## src/rtl/mem_inorder_iq_pkg.sv

```systemverilog
// Shared types for the in-order memory issue queue: the write, wake and read
// port structs, the stored payload layout and a small popcount helper.
package mem_inorder_iq_pkg;

   localparam int FETCH_WIDTH  = 4;
   localparam int WAKE_NUM     = 2;
   localparam int COMMIT_WIDTH = 2;
   localparam int AREG_W       = 5;
   localparam int PREG_W       = 6;
   localparam int CTL_W        = 8;
   localparam int XLEN         = 32;
   localparam int MIQ_QLEN     = 8;

   // Pointer for the default depth: index bits plus one wrap bit.
   typedef logic [$clog2(MIQ_QLEN):0] miq_ptr_t;

   typedef struct packed {
      logic [AREG_W-1:0] id;
      logic [PREG_W-1:0] pid;
      logic              valid;
      logic              forward_en;
   } src_op_t;

   typedef struct packed {
      logic              valid;
      logic [PREG_W-1:0] dst;
      logic [CTL_W-1:0]  ctl;
      logic [XLEN-1:0]   imm;
      logic [XLEN-1:0]   pc;
      src_op_t           src1;
      src_op_t           src2;
   } write_req_t;

   typedef struct packed {
      logic              valid;
      logic [PREG_W-1:0] id;
   } wake_req_t;

   // Full view of one queued uop as presented on the issue ports.
   typedef struct packed {
      logic              valid;
      logic [PREG_W-1:0] dst;
      logic [CTL_W-1:0]  ctl;
      logic [XLEN-1:0]   imm;
      logic [XLEN-1:0]   pc;
      src_op_t           src1;
      src_op_t           src2;
   } miq_entry_t;

   // Static part of an entry kept in the banked payload RAM.
   typedef struct packed {
      logic [PREG_W-1:0] dst;
      logic [CTL_W-1:0]  ctl;
      logic [XLEN-1:0]   imm;
      logic [XLEN-1:0]   pc;
      logic [AREG_W-1:0] src1Id;
      logic [AREG_W-1:0] src2Id;
   } miq_payload_t;

   typedef struct packed {
      miq_entry_t entry;
   } read_resp_t;

   // Number of set bits in a write-group valid mask.
   function automatic logic [$clog2(FETCH_WIDTH):0] popcount_wvalid(input logic [FETCH_WIDTH-1:0] mask);
      logic [$clog2(FETCH_WIDTH):0] cnt;
      cnt = '0;
      for (int i = 0; i < FETCH_WIDTH; i++) begin
         cnt = cnt + {{$clog2(FETCH_WIDTH){1'b0}}, mask[i]};
      end
      return cnt;
   endfunction

endpackage

```

## src/rtl/mem_inorder_iq_compactor.sv

```systemverilog
// Maps a sparse write-group valid mask onto payload banks: the n-th valid slot
// lands in bank (base + n) mod WNUM, so each bank receives at most one write.
module miq_compactor
   import mem_inorder_iq_pkg::*;
#(
   parameter int WNUM = 4
) (
   input  logic [WNUM-1:0]                      i_mask,
   input  logic [$clog2(WNUM)-1:0]              i_base,
   output logic [WNUM-1:0]                      o_bankEn,
   output logic [WNUM-1:0][$clog2(WNUM)-1:0]    o_bankSel,
   output logic [$clog2(WNUM):0]                o_cnt
);

   localparam int SEL_W = $clog2(WNUM);

   logic [SEL_W-1:0] w_rank;
   logic [SEL_W-1:0] w_bank;

   // Walk the slots in program order, giving each valid one the next bank.
   always_comb begin
      o_bankEn  = '0;
      o_bankSel = '0;
      w_rank    = '0;
      w_bank    = '0;
      for (int i = 0; i < WNUM; i++) begin
         if (i_mask[i]) begin
            w_bank            = i_base + w_rank;
            o_bankEn[w_bank]  = 1'b1;
            o_bankSel[w_bank] = SEL_W'(i);
            w_rank            = w_rank + SEL_W'(1);
         end
      end
   end

   assign o_cnt = popcount_wvalid(i_mask);

endmodule

```

## src/rtl/mem_inorder_iq.sv

```systemverilog
// In-order issue queue for the memory pipe. Circular buffer with wrap-bit
// pointers; accepts a compacted write group, tracks operand readiness from
// wake/retire broadcasts and issues the oldest run of ready uops.
module mem_inorder_iq
   import mem_inorder_iq_pkg::*;
#(
   parameter int QLEN = 8,
   parameter int WNUM = 4,
   parameter int RNUM = 2
) (
   input  logic                             clk,
   input  logic                             reset,
   input  logic                             i_flush,
   input  logic                             i_wen,
   input  write_req_t [WNUM-1:0]            i_write,
   input  logic                             i_stall,
   input  wake_req_t  [WAKE_NUM-1:0]        i_wake,
   input  wake_req_t  [COMMIT_WIDTH-1:0]    i_retire,
   output read_resp_t [RNUM-1:0]            o_read,
   output logic [$clog2(QLEN):0]            o_free_cnt,
   output logic                             o_full
);

   localparam int IDX_W = $clog2(QLEN);
   localparam int PTR_W = IDX_W + 1;
   localparam int SEL_W = $clog2(WNUM);
   localparam int NW_W  = SEL_W + 1;
   localparam int K_W   = $clog2(RNUM) + 1;

   logic [PTR_W-1:0]  r_head;
   logic [PTR_W-1:0]  r_tail;
   logic [PTR_W-1:0]  r_freeCnt;
   logic [QLEN-1:0]   r_valid;
   logic [QLEN-1:0]   r_v1;
   logic [QLEN-1:0]   r_v2;
   logic [QLEN-1:0]   r_f1;
   logic [QLEN-1:0]   r_f2;
   logic [PREG_W-1:0] r_p1 [QLEN];
   logic [PREG_W-1:0] r_p2 [QLEN];
   miq_payload_t      r_pay [QLEN];

   logic                        w_full;
   logic                        w_accept;
   logic [WNUM-1:0]             w_mask;
   logic [WNUM-1:0]             w_bankEn;
   logic [WNUM-1:0][SEL_W-1:0]  w_bankSel;
   logic [NW_W-1:0]             w_nw;
   logic [NW_W-1:0]             w_nwAcc;
   logic [IDX_W-1:0]            w_bankIdx [WNUM];
   logic [PREG_W-1:0]           w_wrP1 [WNUM];
   logic [PREG_W-1:0]           w_wrP2 [WNUM];
   logic [WNUM-1:0]             w_wrV1;
   logic [WNUM-1:0]             w_wrV2;
   logic [WNUM-1:0]             w_wrF1;
   logic [WNUM-1:0]             w_wrF2;
   miq_payload_t                w_wrPay [WNUM];
   logic [IDX_W-1:0]            w_rdIdx [RNUM];
   logic [RNUM-1:0]             w_rdy;
   logic                        w_run;
   logic [K_W-1:0]              w_k;

   function automatic logic wakeHit(input logic [PREG_W-1:0] pid, input wake_req_t [WAKE_NUM-1:0] req);
      logic hit;
      hit = 1'b0;
      for (int j = 0; j < WAKE_NUM; j++) begin
         if (req[j].valid && (req[j].id == pid)) hit = 1'b1;
      end
      return hit;
   endfunction

   function automatic logic retireHit(input logic [PREG_W-1:0] pid, input wake_req_t [COMMIT_WIDTH-1:0] req);
      logic hit;
      hit = 1'b0;
      for (int j = 0; j < COMMIT_WIDTH; j++) begin
         if (req[j].valid && (req[j].id == pid)) hit = 1'b1;
      end
      return hit;
   endfunction

   assign w_full     = (r_freeCnt < PTR_W'(WNUM));
   assign o_full     = w_full;
   assign o_free_cnt = r_freeCnt;
   assign w_accept   = i_wen && !w_full;
   assign w_nwAcc    = w_accept ? w_nw : '0;

   for (genvar i = 0; i < WNUM; i++) begin : g_mask
      assign w_mask[i] = i_write[i].valid;
   end

   miq_compactor #(.WNUM(WNUM)) u_compactor (
      .i_mask    (w_mask),
      .i_base    (r_tail[SEL_W-1:0]),
      .o_bankEn  (w_bankEn),
      .o_bankSel (w_bankSel),
      .o_cnt     (w_nw)
   );

   // Each bank's target row is the free slot at tail + (bank - tail) mod WNUM;
   // the selected uop's operands are pre-matched against this cycle's broadcasts.
   for (genvar b = 0; b < WNUM; b++) begin : g_bank
      logic [SEL_W-1:0] w_off;
      assign w_off        = SEL_W'(b) - r_tail[SEL_W-1:0];
      assign w_bankIdx[b] = r_tail[IDX_W-1:0] + IDX_W'(w_off);
      assign w_wrP1[b]    = i_write[w_bankSel[b]].src1.pid;
      assign w_wrP2[b]    = i_write[w_bankSel[b]].src2.pid;
      assign w_wrV1[b]    = i_write[w_bankSel[b]].src1.valid | wakeHit(w_wrP1[b], i_wake) | retireHit(w_wrP1[b], i_retire);
      assign w_wrV2[b]    = i_write[w_bankSel[b]].src2.valid | wakeHit(w_wrP2[b], i_wake) | retireHit(w_wrP2[b], i_retire);
      assign w_wrF1[b]    = i_write[w_bankSel[b]].src1.forward_en & ~retireHit(w_wrP1[b], i_retire);
      assign w_wrF2[b]    = i_write[w_bankSel[b]].src2.forward_en & ~retireHit(w_wrP2[b], i_retire);
      assign w_wrPay[b]   = '{dst:    i_write[w_bankSel[b]].dst,
                              ctl:    i_write[w_bankSel[b]].ctl,
                              imm:    i_write[w_bankSel[b]].imm,
                              pc:     i_write[w_bankSel[b]].pc,
                              src1Id: i_write[w_bankSel[b]].src1.id,
                              src2Id: i_write[w_bankSel[b]].src2.id};
   end

   for (genvar i = 0; i < RNUM; i++) begin : g_rdIdx
      assign w_rdIdx[i] = r_head[IDX_W-1:0] + IDX_W'(i);
      assign w_rdy[i]   = r_valid[w_rdIdx[i]] & r_v1[w_rdIdx[i]] & r_v2[w_rdIdx[i]];
   end

   // Issue count: length of the ready run starting at head, so a stalled head blocks everyone.
   always_comb begin
      w_k   = '0;
      w_run = 1'b1;
      for (int i = 0; i < RNUM; i++) begin
         w_run = w_run & w_rdy[i];
         if (w_run) w_k = w_k + K_W'(1);
      end
      if (i_stall || i_flush) w_k = '0;
   end

   // Drive the issue window from head onward; only the first k slots are marked valid.
   always_comb begin
      o_read = '0;
      for (int i = 0; i < RNUM; i++) begin
         o_read[i].entry.valid           = (K_W'(i) < w_k);
         o_read[i].entry.dst             = r_pay[w_rdIdx[i]].dst;
         o_read[i].entry.ctl             = r_pay[w_rdIdx[i]].ctl;
         o_read[i].entry.imm             = r_pay[w_rdIdx[i]].imm;
         o_read[i].entry.pc              = r_pay[w_rdIdx[i]].pc;
         o_read[i].entry.src1.id         = r_pay[w_rdIdx[i]].src1Id;
         o_read[i].entry.src1.pid        = r_p1[w_rdIdx[i]];
         o_read[i].entry.src1.valid      = r_v1[w_rdIdx[i]];
         o_read[i].entry.src1.forward_en = r_f1[w_rdIdx[i]];
         o_read[i].entry.src2.id         = r_pay[w_rdIdx[i]].src2Id;
         o_read[i].entry.src2.pid        = r_p2[w_rdIdx[i]];
         o_read[i].entry.src2.valid      = r_v2[w_rdIdx[i]];
         o_read[i].entry.src2.forward_en = r_f2[w_rdIdx[i]];
      end
   end

   // Pointer, free-count and valid-bit bookkeeping; flush clears everything like reset.
   always_ff @(posedge clk) begin
      if (reset || i_flush) begin
         r_head    <= '0;
         r_tail    <= '0;
         r_valid   <= '0;
         r_freeCnt <= PTR_W'(QLEN);
      end else begin
         for (int i = 0; i < RNUM; i++) begin
            if (K_W'(i) < w_k) r_valid[w_rdIdx[i]] <= 1'b0;
         end
         for (int b = 0; b < WNUM; b++) begin
            if (w_accept && w_bankEn[b]) r_valid[w_bankIdx[b]] <= 1'b1;
         end
         r_head    <= r_head + PTR_W'(w_k);
         r_tail    <= r_tail + PTR_W'(w_nwAcc);
         r_freeCnt <= r_freeCnt + PTR_W'(w_k) - PTR_W'(w_nwAcc);
      end
   end

   // Operand readiness and payload: broadcasts update resident entries, then new writes overwrite their rows.
   always_ff @(posedge clk) begin
      for (int q = 0; q < QLEN; q++) begin
         if (wakeHit(r_p1[q], i_wake)) r_v1[q] <= 1'b1;
         if (wakeHit(r_p2[q], i_wake)) r_v2[q] <= 1'b1;
         if (retireHit(r_p1[q], i_retire)) begin
            r_v1[q] <= 1'b1;
            r_f1[q] <= 1'b0;
         end
         if (retireHit(r_p2[q], i_retire)) begin
            r_v2[q] <= 1'b1;
            r_f2[q] <= 1'b0;
         end
      end
      for (int b = 0; b < WNUM; b++) begin
         if (w_accept && w_bankEn[b]) begin
            r_p1[w_bankIdx[b]]  <= w_wrP1[b];
            r_p2[w_bankIdx[b]]  <= w_wrP2[b];
            r_v1[w_bankIdx[b]]  <= w_wrV1[b];
            r_v2[w_bankIdx[b]]  <= w_wrV2[b];
            r_f1[w_bankIdx[b]]  <= w_wrF1[b];
            r_f2[w_bankIdx[b]]  <= w_wrF2[b];
            r_pay[w_bankIdx[b]] <= w_wrPay[b];
         end
      end
   end

   // A write group presented while full is dropped; upstream should have held it.
   a_noWriteWhenFull: assert property (@(posedge clk) disable iff (reset || i_flush) !(i_wen && w_full))
      else $warning("[mem_inorder_iq] write group dropped while queue full");

endmodule
```

## config.mk

```make
export PLATFORM = sky130hd
export DESIGN_NAME = mem_inorder_iq
export DESIGN_NICKNAME = d
export VERILOG_FILES = /design/src/rtl/mem_inorder_iq_pkg.sv /design/src/rtl/mem_inorder_iq_compactor.sv /design/src/rtl/mem_inorder_iq.sv
export SDC_FILE = /design/constraint.sdc
export NUM_CORES = 2
export LEC_CHECK = 0
export ABC_AREA = 1
export CAP_MARGIN = 0
export CORE_ASPECT_RATIO = 0.7
export CORE_MARGIN = 2
export CORE_UTILIZATION = 38
export DETAILED_ROUTE_END_ITERATION = 10
export GPL_TIMING_DRIVEN = 0
export PLACE_DENSITY_LB_ADDON = 0.12
export REMOVE_ABC_BUFFERS = 1
export SYNTH_ARGS = -nofsm -noshare
export SYNTH_HDL_FRONTEND = slang
export SYNTH_SLANG_ARGS = --single-unit
```

## constraint.sdc

```tcl
create_clock -name clk -period 7.9 [get_ports clk]
set_clock_uncertainty 0.2 [all_clocks]
set_input_delay 1.58 -clock clk [delete_from_list [all_inputs] [get_ports clk]]
set_output_delay 1.58 -clock clk [all_outputs]
set_load 0.05 [all_outputs]
```

==> summary.txt <==
Routing
  – Number of remaining DRC errors: 0
  – DR vias: 77.79k
  – Iter 0 DRT Violations: 14.91k
  – Number of vias per cell: 6.828
  – Routed WL per cell: 34.22 um
  – Antenna-violating nets left: 0
  – WL final: 389.8 mm
  – Drt pass-1 iters: 11

Placed design
  – Dpl ws: -0.6491 ns
  – Post-detail-place hpwl: 240.5 mm
  – Global placer's final weighted congestion: 1.012
  – Placed inst area: 0.07546 sq mm
  – Port buffer count: 667
  – Placed insts: 11.16k

Worst hold path
  – Hold depth: 2
  – HP Start: r_f1[7]$_DFF_P_
  – Tightest Hold Check Type: reg2reg
  – Worst hold endpoint: r_f1[7]$_DFF_P_

Floorplanning
  – I/O pins: 668
  – Die area: 0.1757 sq mm
  – Initial Utilization: 38.23%
  – Die width: 500.2 um
  – Core area: 0.1713 sq mm
  – Die Y: 351.3 um
  – Row count: 127

Timing
  – Worst hold slack: 0.2866 ns
  – Final Cycle Share: 101.7%
  – Fmax: 0.1245 GHz
  – Endpoints failing setup: 8
  – Rel. slew slack: -8.254%
  – Setup ws final: -0.1321 ns
  – Fin crit period: 8.032 ns
  – Unrepaired setup endpoints after global routing: no
  – Worst slew pin tran: 1.622 ns
  – Final Max Tran Viols: 170
  – Final hold vios: 0

Finish
  – Non-filler instance count after layout: 11.39k
  – Area grow syn2layout: 20.37%
  – Fill count: 16.65k
  – Reg area: 0.02502 sq mm
  – Util after Layout: 46.02%
  – Layout cell share with drive strength beyond 1: 6.834%
  – Nets: 9,488
  – Multi-input logic area: 0.03447 sq mm
  – Design Area, Final: 0.07883 sq mm

Logic synthesis
  – Top FF cell, synth: edfxtp_1
  – Yosys top cell area share: 36.68%
  – Leading area contributor after synthesis: edfxtp_1
  – Synthesized area per cell: 7.440 sq um
  – Cells taking the most area after synthesis: edfxtp_1 37%, nand2_1 13%, o21ai_0 9.4%
  – Yosys cell types: 63
  – Most frequent cells after synthesis: 2,294 x nand2_1, 1,232 x o21ai_0, 800 x edfxtp_1
  – Cell count after synthesis: 8,803
  – Syn Std Cell Area: 0.06549 sq mm
  – Syn. warnings: 0
  – Async SR Flop Fraction: 0%
  – Sequential element share of the synthesized area: 38.21%
  – Post-synth EDFFs: 800
  – Most numerous cell in the Yosys netlist: nand2_1
  – FF+latch count, synth: 850

Critical path
  – Crit Path Max Fanout: 50
  – R2r startpoint: r_head[0]$_SDFF_PP0_
  – Crit path cell chain: clkdlybuf4s50_1 > inv_1 > ha_1 > xor2_1 > ha_1 > nor2_2 > nand3_4 > nand2_8 > buf_16 > inv_6 > buf_16 > nand2_1 > nand2_1 > nand2_2 > inv_2 > nor2_1 > nor2_1 > nand2_1 > nor2_1 > nor2_2 > nand3_2 > nand2_1 > nand3_1
  – Crit path buf inv count: 6
  – Slowest-stage cell, CP: clkdlybuf4s50_1
  – FF-to-FF path depth: 24
  – Crit end category: flop
  – Most used cell, CP: nand2_1
  – R2r endpoint: o_free_cnt[3]$_SDFF_PP1_
  – Critical path arrival: 8.45 ns
  – CP peak stage delay: 0.74 ns
  – Worst Setup Start Kind: primary input
  – Delay-heaviest family, CP: simple AND/OR/NAND/NOR gates
  – CP Class: in2reg
  – Worst Path Required: 8.32 ns
  – R2R Setup Slk: 1.22 ns

GRT
  – GRT overflow: 0
  – Initial antenna violation count: 79
  – Largest net degree at the start of global routing: 110
  – Overall global routing resource usage: 41.72%
  – Vias in the first global route: 70.60k
  – Global-route wire length before repair: 530.1 mm

Pwr
  – P_leak: 28.25 nW
  – PD cells: 238.6 mW/mm^2
  – Peak VDD IR: 178.7 uV

Clocking
  – Clock root buffer: clkbuf_16
  – Clock-pin slew on the worst setup and hold paths: 0.06 ns
  – CTS buffer count: 95
  – Deepest clock path buffer count: 3
  – Sink Count: 850
  – CTS H-Tree Depth: 3
  – Worst skew pair latency: 0.75 ns
  – CTS tree: done

Status
  – Failing checks: max-capacitance violations, max-slew violations, negative setup slack
  – Status: complete, but fails checks

Flow run
  – # Max-Cap Violations: 10
[timing repair]
action / 4_1_cts / 5_1_grt
pin swaps: 0 / 5
hold buffers: 0 / 0
cloned: 0 / 6
gates resized for setup: 1 / 5
setup endpoints to repair: 1 / 27
setup buffers: 0 / 1
[worst max-delay path by stage]
| stage | end | from | cells past startpoint | slack, ns |
|---|---|---|---|---|
| finish | r_v1[4]$_DFF_P_ | i_write[104] | 23 | -0.13 |
| global route | r_v1[2]$_DFF_P_ | i_write[104] | 23 | 0.02 |
| CTS | o_read[209] | r_head[0]$_SDFF_PP0_ | 17 | 0.02 |
| detailed placement | r_v1[6]$_DFF_P_ | i_write[104] | 18 | -0.65 |
| global placement | r_f2[1]$_DFF_P_ | i_write[104] | 19 | -36.05 |
| floorplan | r_f2[1]$_DFF_P_ | i_write[209] | 18 | -9.34 |
[flip-flops by register name, summed over array words and instances (netlist names)]
name / cells
r_valid: 8
r_f1: 8
r_p1: 48
r_p2: 48
r_pay: 704
r_v1: 8
o_free_cnt: 4
r_head: 3
r_f2: 8
r_v2: 8
r_tail: 3
[through the flow]
step                      TNS (ns)  power (mW)
final                      -0.6141       18.81
after global routing             0       19.35
after CTS                        0       18.37
after detailed placement    -72.45       13.85
after global placement           -       13.88
after floorplan           -3926.84       10.60
[cell usage in the layout, fill, tap and decap left out, drive strengths merged, types with 5 or more instances in the layout]
cell type,netlist,routed
nand2,2351,2354
o21ai,1265,1265
inv,795,801
edfxtp,800,800
clkdlybuf4s50,0,641
a221oi,493,493
o22ai,440,440
nor2,388,388
nand3,353,356
buf,299,213
nor3,202,202
a21oi,175,175
clkbuf,452,128
a22oi,113,113
o211ai,107,107
o221ai,106,106
o2111ai,98,98
nand4,84,84
xor2,51,51
dfxtp,50,50
diode,0,49
clkinv,17,49
a2111oi,29,29
xnor2,21,21
ha,20,20
nor4,16,16
a211oi,12,12
a31oi,11,11
nand3b,9,9
o41ai,7,7
a22o,6,6
o2bb2ai,6,6
bufinv,0,6
or4,5,5
fa,5,5
[layer usage]
layer	track usage, %	wire (um)	up-vias
met5	0	339	-
met4	23.14	25280	48
met3	14.91	62880	1501
met2	58.88	155100	7216
met1	55.17	146200	36760
li1	-	-	32261
[where the power goes]
| group | switching [mW] | internal [mW] |
|---|---|---|
| Combinational | 5.71 | 2.25 |
| Clock | 2.08 | 2.50 |
| Sequential | 0.402 | 5.87 |
| Total | 8.18 | 10.6 |
[cell families (layout without fill, tap and decap cells)]
family | count (synthesis) | count (layout) | synth area share (%)
AO/OA/AOI/OAI | 2881 | 2881 | 28.99
buffers and inverters | 1563 | 1841 | 9.598
multiplexers | 1 | 1 | 0.01528
other | 0 | 49 | 0
XOR/XNOR | 72 | 72 | 0.9743
flip-flops | 850 | 850 | 38.21
adder cells (fa/ha/maj) | 25 | 25 | 0.5349
AND/OR/NAND/NOR | 3411 | 3417 | 21.67
[worst min-delay path, stage by stage, from the launching register on]
cell and delay (ns):
dfxtp_1 0.32, nand3_1 0.08, nand2_1 0.05
[area by class of cell]
class | instances | area share (%)
diodes | 49 | 0.1555
clock buffers | 128 | 3.276
clock inverters | 46 | 0.6031
inverters | 812 | 4.055
multi-input cells | 6396 | 43.72
flip-flops and latches | 850 | 31.74
well taps | 2257 | 3.582
repair buffers | 855 | 12.86
(Power assumes the default switching activity.)
